**src/rtl/mem_stage_pkg.sv**
```systemverilog
// Shared load-size encodings and lane-width helpers for the memory stage
// and anything else that slices data-memory words.
package mem_stage_pkg;

    localparam logic [1:0] LD_SIZE_B = 2'd0;
    localparam logic [1:0] LD_SIZE_H = 2'd1;
    localparam logic [1:0] LD_SIZE_W = 2'd2;
    localparam logic [1:0] LD_SIZE_D = 2'd3;

    // Number of address bits that select a byte lane inside a data word.
    function automatic int lane_w(input int data_w);
        return $clog2(data_w / 8);
    endfunction

endpackage

```
**src/rtl/load_extract.sv**
```systemverilog
// Combinational lane mux: picks the size-aligned byte/half/word/dword out of
// a memory word and zero- or sign-extends it to the full data width.
module load_extract
    import mem_stage_pkg::*;
#(
    parameter int DATA_W = 32,
    parameter int LANE_W = lane_w(DATA_W)
) (
    input  logic [DATA_W-1:0] data,
    input  logic [LANE_W-1:0] lane,
    input  logic [1:0]        size,
    input  logic              sign,
    output logic [DATA_W-1:0] result
);

    logic [LANE_W-1:0] aligned;
    logic [DATA_W-1:0] shifted;
    logic [DATA_W-1:0] mask;
    logic              sign_bit;

    always_comb begin
        aligned  = lane;
        mask     = '1;
        sign_bit = 1'b0;
        // Address bits below the access size are dropped, not trapped here.
        case (size)
            LD_SIZE_H: aligned[0]   = 1'b0;
            LD_SIZE_W: aligned[1:0] = 2'b00;
            LD_SIZE_D: aligned      = '0;
            default:   aligned      = lane;
        endcase
        shifted = data >> {aligned, 3'b000};
        case (size)
            LD_SIZE_B: begin
                mask     = DATA_W'(8'hFF);
                sign_bit = shifted[7];
            end
            LD_SIZE_H: begin
                mask     = DATA_W'(16'hFFFF);
                sign_bit = shifted[15];
            end
            LD_SIZE_W: begin
                mask     = DATA_W'(32'hFFFF_FFFF);
                sign_bit = shifted[31];
            end
            default: begin
                mask     = '1;
                sign_bit = shifted[DATA_W-1];
            end
        endcase
        result = shifted & mask;
        if (sign && sign_bit) begin
            result = result | ~mask;
        end
    end

endmodule

```
**src/rtl/mem_resp_stage.sv**
```systemverilog
// MEM pipeline stage with variable-latency data-memory responses: stalls on
// outstanding loads, buffers a response under WB back-pressure, drops stale
// responses of flushed loads and forwards its result to ID.
module mem_resp_stage
    import mem_stage_pkg::*;
#(
    parameter int DATA_W      = 32,
    parameter int MAX_DISCARD = 3,
    parameter int PC_W        = 32
) (
    input  logic              clk,
    input  logic              reset,
    input  logic              in_valid,
    input  logic [DATA_W-1:0] in_result,
    input  logic              in_is_load,
    input  logic              in_req_sent,
    input  logic [1:0]        in_ld_size,
    input  logic              in_ld_sign,
    input  logic              in_rf_we,
    input  logic [4:0]        in_rf_waddr,
    input  logic [PC_W-1:0]   in_pc,
    output logic              mem_allow_in,
    input  logic              data_ok,
    input  logic [DATA_W-1:0] rdata,
    input  logic              flush,
    input  logic              wb_allow_in,
    output logic              out_valid,
    output logic [DATA_W-1:0] out_result,
    output logic              out_rf_we,
    output logic [4:0]        out_rf_waddr,
    output logic [PC_W-1:0]   out_pc,
    output logic              byp_we,
    output logic [4:0]        byp_waddr,
    output logic              byp_data_ok,
    output logic [DATA_W-1:0] byp_data
);

    localparam int LANE_W = lane_w(DATA_W);
    localparam int CNT_W  = $clog2(MAX_DISCARD + 1);

    // Handshakes are valid/ready: an instruction enters on in_valid & mem_allow_in
    // and leaves to WB on out_valid & wb_allow_in, both at the rising edge.
    logic              stage_valid;
    logic [DATA_W-1:0] r_result;
    logic              r_is_load;
    logic              r_req_sent;
    logic [1:0]        r_ld_size;
    logic              r_ld_sign;
    logic              r_rf_we;
    logic [4:0]        r_rf_waddr;
    logic [PC_W-1:0]   r_pc;
    logic              buf_valid;
    logic [DATA_W-1:0] buf_data;
    logic [CNT_W-1:0]  discard_cnt;

    logic              resp_live;
    logic              wait_load;
    logic              ready_go;
    logic              handoff;
    logic              disc_inc;
    logic              disc_dec;
    logic [DATA_W-1:0] load_src;
    logic [DATA_W-1:0] extracted;

    assign resp_live    = data_ok && (discard_cnt == '0);
    assign wait_load    = stage_valid && r_is_load && r_req_sent;
    assign ready_go     = !wait_load || buf_valid || resp_live;
    assign mem_allow_in = (!stage_valid || (ready_go && wb_allow_in))
                          && (discard_cnt < CNT_W'(MAX_DISCARD)) && !flush;
    assign out_valid    = stage_valid && ready_go && !flush;
    assign handoff      = out_valid && wb_allow_in;

    // A flushed load whose response has not yet been seen leaves one stale
    // response in flight; a simultaneous drop nets out to no change.
    assign disc_inc = flush && wait_load && !buf_valid && !resp_live;
    assign disc_dec = data_ok && (discard_cnt != '0);

    assign load_src = buf_valid ? buf_data : rdata;

    load_extract #(
        .DATA_W (DATA_W),
        .LANE_W (LANE_W)
    ) u_extract (
        .data   (load_src),
        .lane   (r_result[LANE_W-1:0]),
        .size   (r_ld_size),
        .sign   (r_ld_sign),
        .result (extracted)
    );

    assign out_result   = r_is_load ? extracted : r_result;
    assign out_rf_we    = r_rf_we;
    assign out_rf_waddr = r_rf_waddr;
    assign out_pc       = r_pc;
    assign byp_we       = stage_valid && r_rf_we;
    assign byp_waddr    = r_rf_waddr;
    assign byp_data_ok  = ready_go;
    assign byp_data     = out_result;

    always_ff @(posedge clk) begin
        if (reset) begin
            stage_valid <= 1'b0;
        end else if (flush) begin
            stage_valid <= 1'b0;
        end else if (in_valid && mem_allow_in) begin
            stage_valid <= 1'b1;
        end else if (handoff) begin
            stage_valid <= 1'b0;
        end
    end

    always_ff @(posedge clk) begin
        if (in_valid && mem_allow_in) begin
            r_result   <= in_result;
            r_is_load  <= in_is_load;
            r_req_sent <= in_req_sent;
            r_ld_size  <= in_ld_size;
            r_ld_sign  <= in_ld_sign;
            r_rf_we    <= in_rf_we;
            r_rf_waddr <= in_rf_waddr;
            r_pc       <= in_pc;
        end
    end

    always_ff @(posedge clk) begin
        if (reset) begin
            buf_valid <= 1'b0;
        end else if (flush || handoff) begin
            buf_valid <= 1'b0;
        end else if (resp_live && wait_load && !buf_valid && !wb_allow_in) begin
            buf_valid <= 1'b1;
        end
    end

    always_ff @(posedge clk) begin
        if (resp_live && wait_load && !buf_valid && !wb_allow_in) begin
            buf_data <= rdata;
        end
    end

    always_ff @(posedge clk) begin
        if (reset) begin
            discard_cnt <= '0;
        end else begin
            discard_cnt <= discard_cnt + CNT_W'(disc_inc) - CNT_W'(disc_dec);
        end
    end

endmodule

```
**config.mk**
```make
export PLATFORM = sky130hd
export DESIGN_NAME = mem_resp_stage
export DESIGN_NICKNAME = d
export VERILOG_FILES = /design/src/rtl/mem_stage_pkg.sv /design/src/rtl/load_extract.sv /design/src/rtl/mem_resp_stage.sv
export SDC_FILE = /design/constraint.sdc
export NUM_CORES = 1
export LEC_CHECK = 0
export BUFFER_PORTS_ARGS = -buffer_cell sky130_fd_sc_hd__buf_2
export CORE_MARGIN = 8
export CORE_UTILIZATION = 45
export DETAILED_ROUTE_END_ITERATION = 16
export GPL_ROUTABILITY_DRIVEN = 0
export HOLD_SLACK_MARGIN = 0.02
export PLACE_DENSITY = 0.77
export SETUP_SLACK_MARGIN = 0.1
export SYNTH_ARGS = -nofsm -noshare
export SYNTH_HDL_FRONTEND = slang
export SYNTH_SLANG_ARGS = --single-unit
export TNS_END_PERCENT = 50
```
**constraint.sdc**
```tcl
create_clock -name clk -period 4.88 [get_ports clk]
set_clock_uncertainty 0.1 [all_clocks]
set_input_delay 0.732 -clock clk [delete_from_list [all_inputs] [get_ports clk]]
set_output_delay 0.732 -clock clk [all_outputs]
set_load 0.01 [all_outputs]
```
* After elaboration in Yosys (flattened, before gate mapping)
Cells that the tools add are included.
** Word-level totals
- Register bits after elaboration :: 111
** Cells by class
- Add/subtract/negate cells :: 2
- Bitwise operators :: 3
- Reductions and logical operators :: 37
- Multiplexer cells :: 9
- Shift-type cells :: 1
- Order comparisons :: 1
- Equality and inequality tests :: 3
** Operators by type and width (count)
- $mux W32 :: 3
- $pmux W32 S2 :: 1
- $and A32 B32 Y32 :: 1
- $not A32 Y32 :: 1
- $or A32 B32 Y32 :: 1
- $shr A32 B5 Y32 :: 1
- $logic_and A1 B1 Y1 :: 19
- $logic_not A1 Y1 :: 6
- $reduce_or A2 Y1 :: 3
- $eq A2 B2 Y1 const B :: 2
- $logic_not A2 Y1 :: 2
- $logic_or A1 B1 Y1 :: 4
- $mux W1 :: 4
- $reduce_bool A2 Y1 :: 2
- $reduce_or A3 Y1 :: 1
- $add A2 B1 Y2 :: 1
- $eq A2 B1 Y1 const B :: 1
- $lt A2 B2 Y1 const B :: 1
- $pmux W1 S2 :: 1
- $sub A2 B1 Y2 :: 1

* Longest topological paths before layout
- Depth after elaboration :: 11
- Mapped depth :: 11

* By module
From an unflattened synthesis, not the netlist that was laid out.
** Second synthesis, totals
- Cell total of the unflattened synthesis :: 339
- Area total of the unflattened synthesis :: 5210.0 um2
** Modules (own cells, without submodules)
- mem_resp_stage :: area an instance 4544.4 um2, sequential area each 3293.2 um2, instances 1, cells each 250
- load_extract :: area an instance 665.6 um2, sequential area each 0.0 um2, instances 1, cells each 89

* Least setup slack after synthesis
Ideal clock, no wire load.
- Kind :: input to register
- From :: input data_ok
- To :: register buf_data[0] (enable)
- Required time :: 4.309 ns
- Library setup time :: 0.471 ns
- Stages :: 2
- Arrival :: 3.453 ns
- Path buffers :: 0
- Path slack :: 0.856 ns
- Cell sequence :: nor3b_1 -> nor3b_1
** Between the ends
- Longest elaborated chain between the ends :: 4
** RTL lines
- start, declared :: line mem_resp_stage.sv:23 : input logic data_ok,
- $logic_and A1 B1 Y1 :: line mem_resp_stage.sv:65 : assign resp_live = data_ok && (discard_cnt == '0);
- $logic_and A1 B1 Y1 (3 in a row) :: line mem_resp_stage.sv:136 : if (resp_live && wait_load && !buf_valid && !wb_allow_in) begin
- end signal, assigned :: line mem_resp_stage.sv:137 : buf_data <= rdata;
- end, declared :: line mem_resp_stage.sv:53 : logic [DATA_W-1:0] buf_data;
No other way between the ends.
A chain may end at the register's enable or synchronous reset.

* Worst setup path after layout
- From :: register buf_valid
- To :: output byp_data[27]
** Between the ends
- Longest elaborated chain between the ends :: 6
** RTL lines
- start, declared :: line mem_resp_stage.sv:52 : logic buf_valid;
- start signal, assigned :: line mem_resp_stage.sv:127 : buf_valid <= 1'b0;
- start signal, assigned :: line mem_resp_stage.sv:129 : buf_valid <= 1'b0;
- start signal, assigned :: line mem_resp_stage.sv:131 : buf_valid <= 1'b1;
- $mux W32 (*) :: line mem_resp_stage.sv:78 : assign load_src = buf_valid ? buf_data : rdata;
- $shr A32 B5 Y32 (*) :: line load_extract.sv:32 : shifted = data >> {aligned, 3'b000};
- $pmux W1 S2 or $and A32 B32 Y32 (tied branches) :: line load_extract.sv:33, load_extract.sv:51
- $logic_and A1 B1 Y1 or $or A32 B32 Y32 (tied branches) :: line load_extract.sv:52, load_extract.sv:53
- $mux W32 (*) :: line load_extract.sv:52 : if (sign && sign_bit) begin
- $mux W32 (*) :: line mem_resp_stage.sv:91 : assign out_result = r_is_load ? extracted : r_result;
- end, declared :: line mem_resp_stage.sv:35 : output logic [DATA_W-1:0] byp_data
Mark *: on every way between the ends. The rest lies on a longest branch, timed or not.

==> summary.md <==
| Metric | Value |
|---|---|
| Vias in the first global route | between 3,000 and 4,000 |
| RSZ-0062 raised after global routing | no |
| Setup WS post-layout | 1.21 ns |
| Worst IR drop on VDD | roughly 0.24 mV |
| Ys async rst share | 0 |
| IO Port Bufs | 223 |
| Synth Flop Type | edfxtp_1 |
| Pins over their slew limit | 0 |
| R2R depth | 4 |
| Cells after Synth | 332 |
| DP HPWL | 10,400 um |
| I/O pin count | 224 |
| Status | complete, no violations |
| # setup viols final | 0 |
| Setup Buffers After CTS | 0 |
| Worst-Skew Late Latency | 0.38 ns |
| Die ar. | 14,900 sq um |
| Worst slew pin tran | between 0.9 and 1 ns |
| # DRC | 0 |
| RR Endpoint | r_result[26]$_DFFE_PP_ |
| Crit Path Class | flip-flop to primary output |
| Post_cts resized | 0 |
| Root buf cell | clkbuf_8 |
| P per Cell Area | 311 nW/um^2 |
| Syn_area_per_cell | 15.2 sq um |
| Tot Pwr | 1.93 mW |
| GRT Util Overall | 0.178 |
| CTS clk-pin slew, worst paths | 0.10 ns |
| Hold WS | between 0.4 and 0.5 ns |
| Initial Util | 0.464 |
| P&R area growth vs syn | 23.2% |
| Slew HR | 0.344 |
| Reg-to-Reg Start | r_is_load$_DFFE_PP_ |
| Fin crit share | 0.752 |
| DRT Pass-1 Iters | 4 |
| Ant diodes | 0 |
| Post-route ant nets | 0 |
| Maxcap violations | 0 |
| WP data arrival | 2.84 ns |
| CTS tree | built |
| First-pass GRT wire length | 20,000 um |
| Cell area after synthesis | 5050 sq um |
| Setup TNS | 0 ns |
| Synth cell types | 35 |
| Synth Register Bits | 111 |
| Largest net degree at the start of global routing | 76 |
| CTS Buffer Depth | 2 |
| Via-to-Cell Ratio | just over 5 |
| Syn Nets | 447 |
| Worst setup SP type | flip-flop |
| Mean routed wirelength per cell | slightly above 20 um |
| # rows | 38 |
| Initial drt markers | 248 |
| Most common library cells after synthesis | edfxtp_1, buf_4, a21oi_1, nor2_1, nand2_1 |
| Min Tclk post-route | between 3 and 4 ns |
| Ys Warns | 0 |
| DR vias | 3,432 |
| CP startpoint | buf_valid$_SDFFE_PP0P_ |
| Sink Count | 111 |
| Synth area leader | edfxtp_1 |
| Hold Path Class | input port to flip-flop |
| Grt ovf | 0 |
| Hold_buf cts | 0 |
| Die width | 122 um |
| Nets@finish | ~630 |
| Sequential area share after synthesis | 0.652 |
| CP Max Fanout | 16 |
| Number of synthesized flops with an enable pin | 107 |
| Flop-to-flop setup slack | approximately 2.1 ns |
| Post-synth top area share | 0.636 |
| Vert. Die Dim | 122 um |
| Most frequent cell after synthesis | edfxtp_1 |
| Worst Setup EP | byp_data[27] |
| Final Hold Fails | 0 |
| Fraction of layout cells with a size suffix above 1 | 0.526 |
| Core ar. | between 10,000 and 15,000 sq um |
| FMAX | 0.273 GHz |
| Leak Pwr | roughly 2.5 nW |
| Worst Setup End Kind | primary output |
| Setup slack at placement | between 1 and 1.5 ns |
| Synth area leaders | edfxtp_1, mux4_2, buf_4 |
| Required @ worst endpoint | around 4.1 ns |
| H-tree depth | 3 |
| Inserted Clock Buffers | 9 |
| Initial antenna violation count | 0 |
| Drt total wl | 13,500 um |
[through the flow]
step                std cells  area (sq um)  utilization
finish                    663          6220        0.571
global placement          647          6030        0.553
floorplan                 332          5050            -
detailed placement        647          6030        0.553
CTS                       663          6220        0.571
global route              663          6220        0.571
[registers in the layout (all words and copies together), names as in the netlist]
signal / cells
stage_valid: 1
r_req_sent: 1
buf_valid: 1
byp_waddr: 5
r_is_load: 1
discard_cnt: 2
r_ld_sign: 1
out_pc: 32
buf_data: 32
r_ld_size: 2
out_rf_we: 1
r_result: 32
[worst min-delay path by stage]
stage                               from                        end  slack [ns]  cells past startpoint
2_1_floorplan  discard_cnt[1]$_SDFF_PP0_  discard_cnt[1]$_SDFF_PP0_        0.45                      2
3_3_place_gp   discard_cnt[1]$_SDFF_PP0_  discard_cnt[1]$_SDFF_PP0_        0.47                      2
3_5_place_dp   discard_cnt[1]$_SDFF_PP0_  discard_cnt[1]$_SDFF_PP0_        0.49                      2
4_1_cts                     in_result[0]      r_result[0]$_DFFE_PP_        0.39                      1
5_1_grt                     in_result[0]      r_result[0]$_DFFE_PP_        0.39                      1
6_report                   in_result[15]     r_result[15]$_DFFE_PP_        0.42                      1
[cell families after synthesis]
group           synth area share
fa+ha+maj                0.00496
mux                        0.144
compound gates            0.0570
buf+inv                   0.0751
xor+xnor                 0.00347
simple gates              0.0634
flops                      0.652
[area by class of cell]
class,instances,area (sq um)
clock buffer,9,124
inverter,3,11.3
timing repair buffer,229,1160
tap,140,175
clock inverter,7,71.3
sequential,111,3290
fill,883,4670
multi-input combinational,164,1380
[critical path, cell delays in order, from the launching register on]
cell       delay (ns)
dfxtp_2          0.56
mux2_2           0.40
mux4_2           0.49
a2bb2oi_2        0.64
nand2_1          0.17
buf_2            0.20
[placed cells by master (no fill, tap or decap), types with 2 or more instances in the layout]
cell type   Yosys  final
a21oi_1        31     31
inv_1           3      3
nand2_1        24     24
mux4_2         22     22
and2_1          3      2
nor2_1         28     28
buf_4          38      6
o21ai_1         2      2
dfxtp_1         4      3
ha_1            2      2
mux2i_1        17     17
clkbuf_8        0      9
inv_6           0      2
nor3_1          4      4
buf_2           6    223
mux2_2          3      3
nor2b_1         2      2
nor3b_2         1      2
a221o_1         7      7
edfxtp_1      107    107
nand4b_1        2      2
nor3b_1         3      2
clkinvlp_4      0      2
[per-layer routing]
metal  wire length (um)  track usage  vias up
li1                   -            -     1607
met1               5000        0.188     1636
met2               6840        0.308      168
met3               1440       0.0773       21
met4                232       0.0694        0
met5                  0            0        -
[power breakdown]
| part | internal, mW | switching, mW |
|---|---|---|
| registers | 1.09 | 0.0245 |
| clock network | 0.238 | 0.306 |
| logic | 0.131 | 0.145 |
| total | 1.46 | 0.476 |
(Power assumes the default switching activity.)
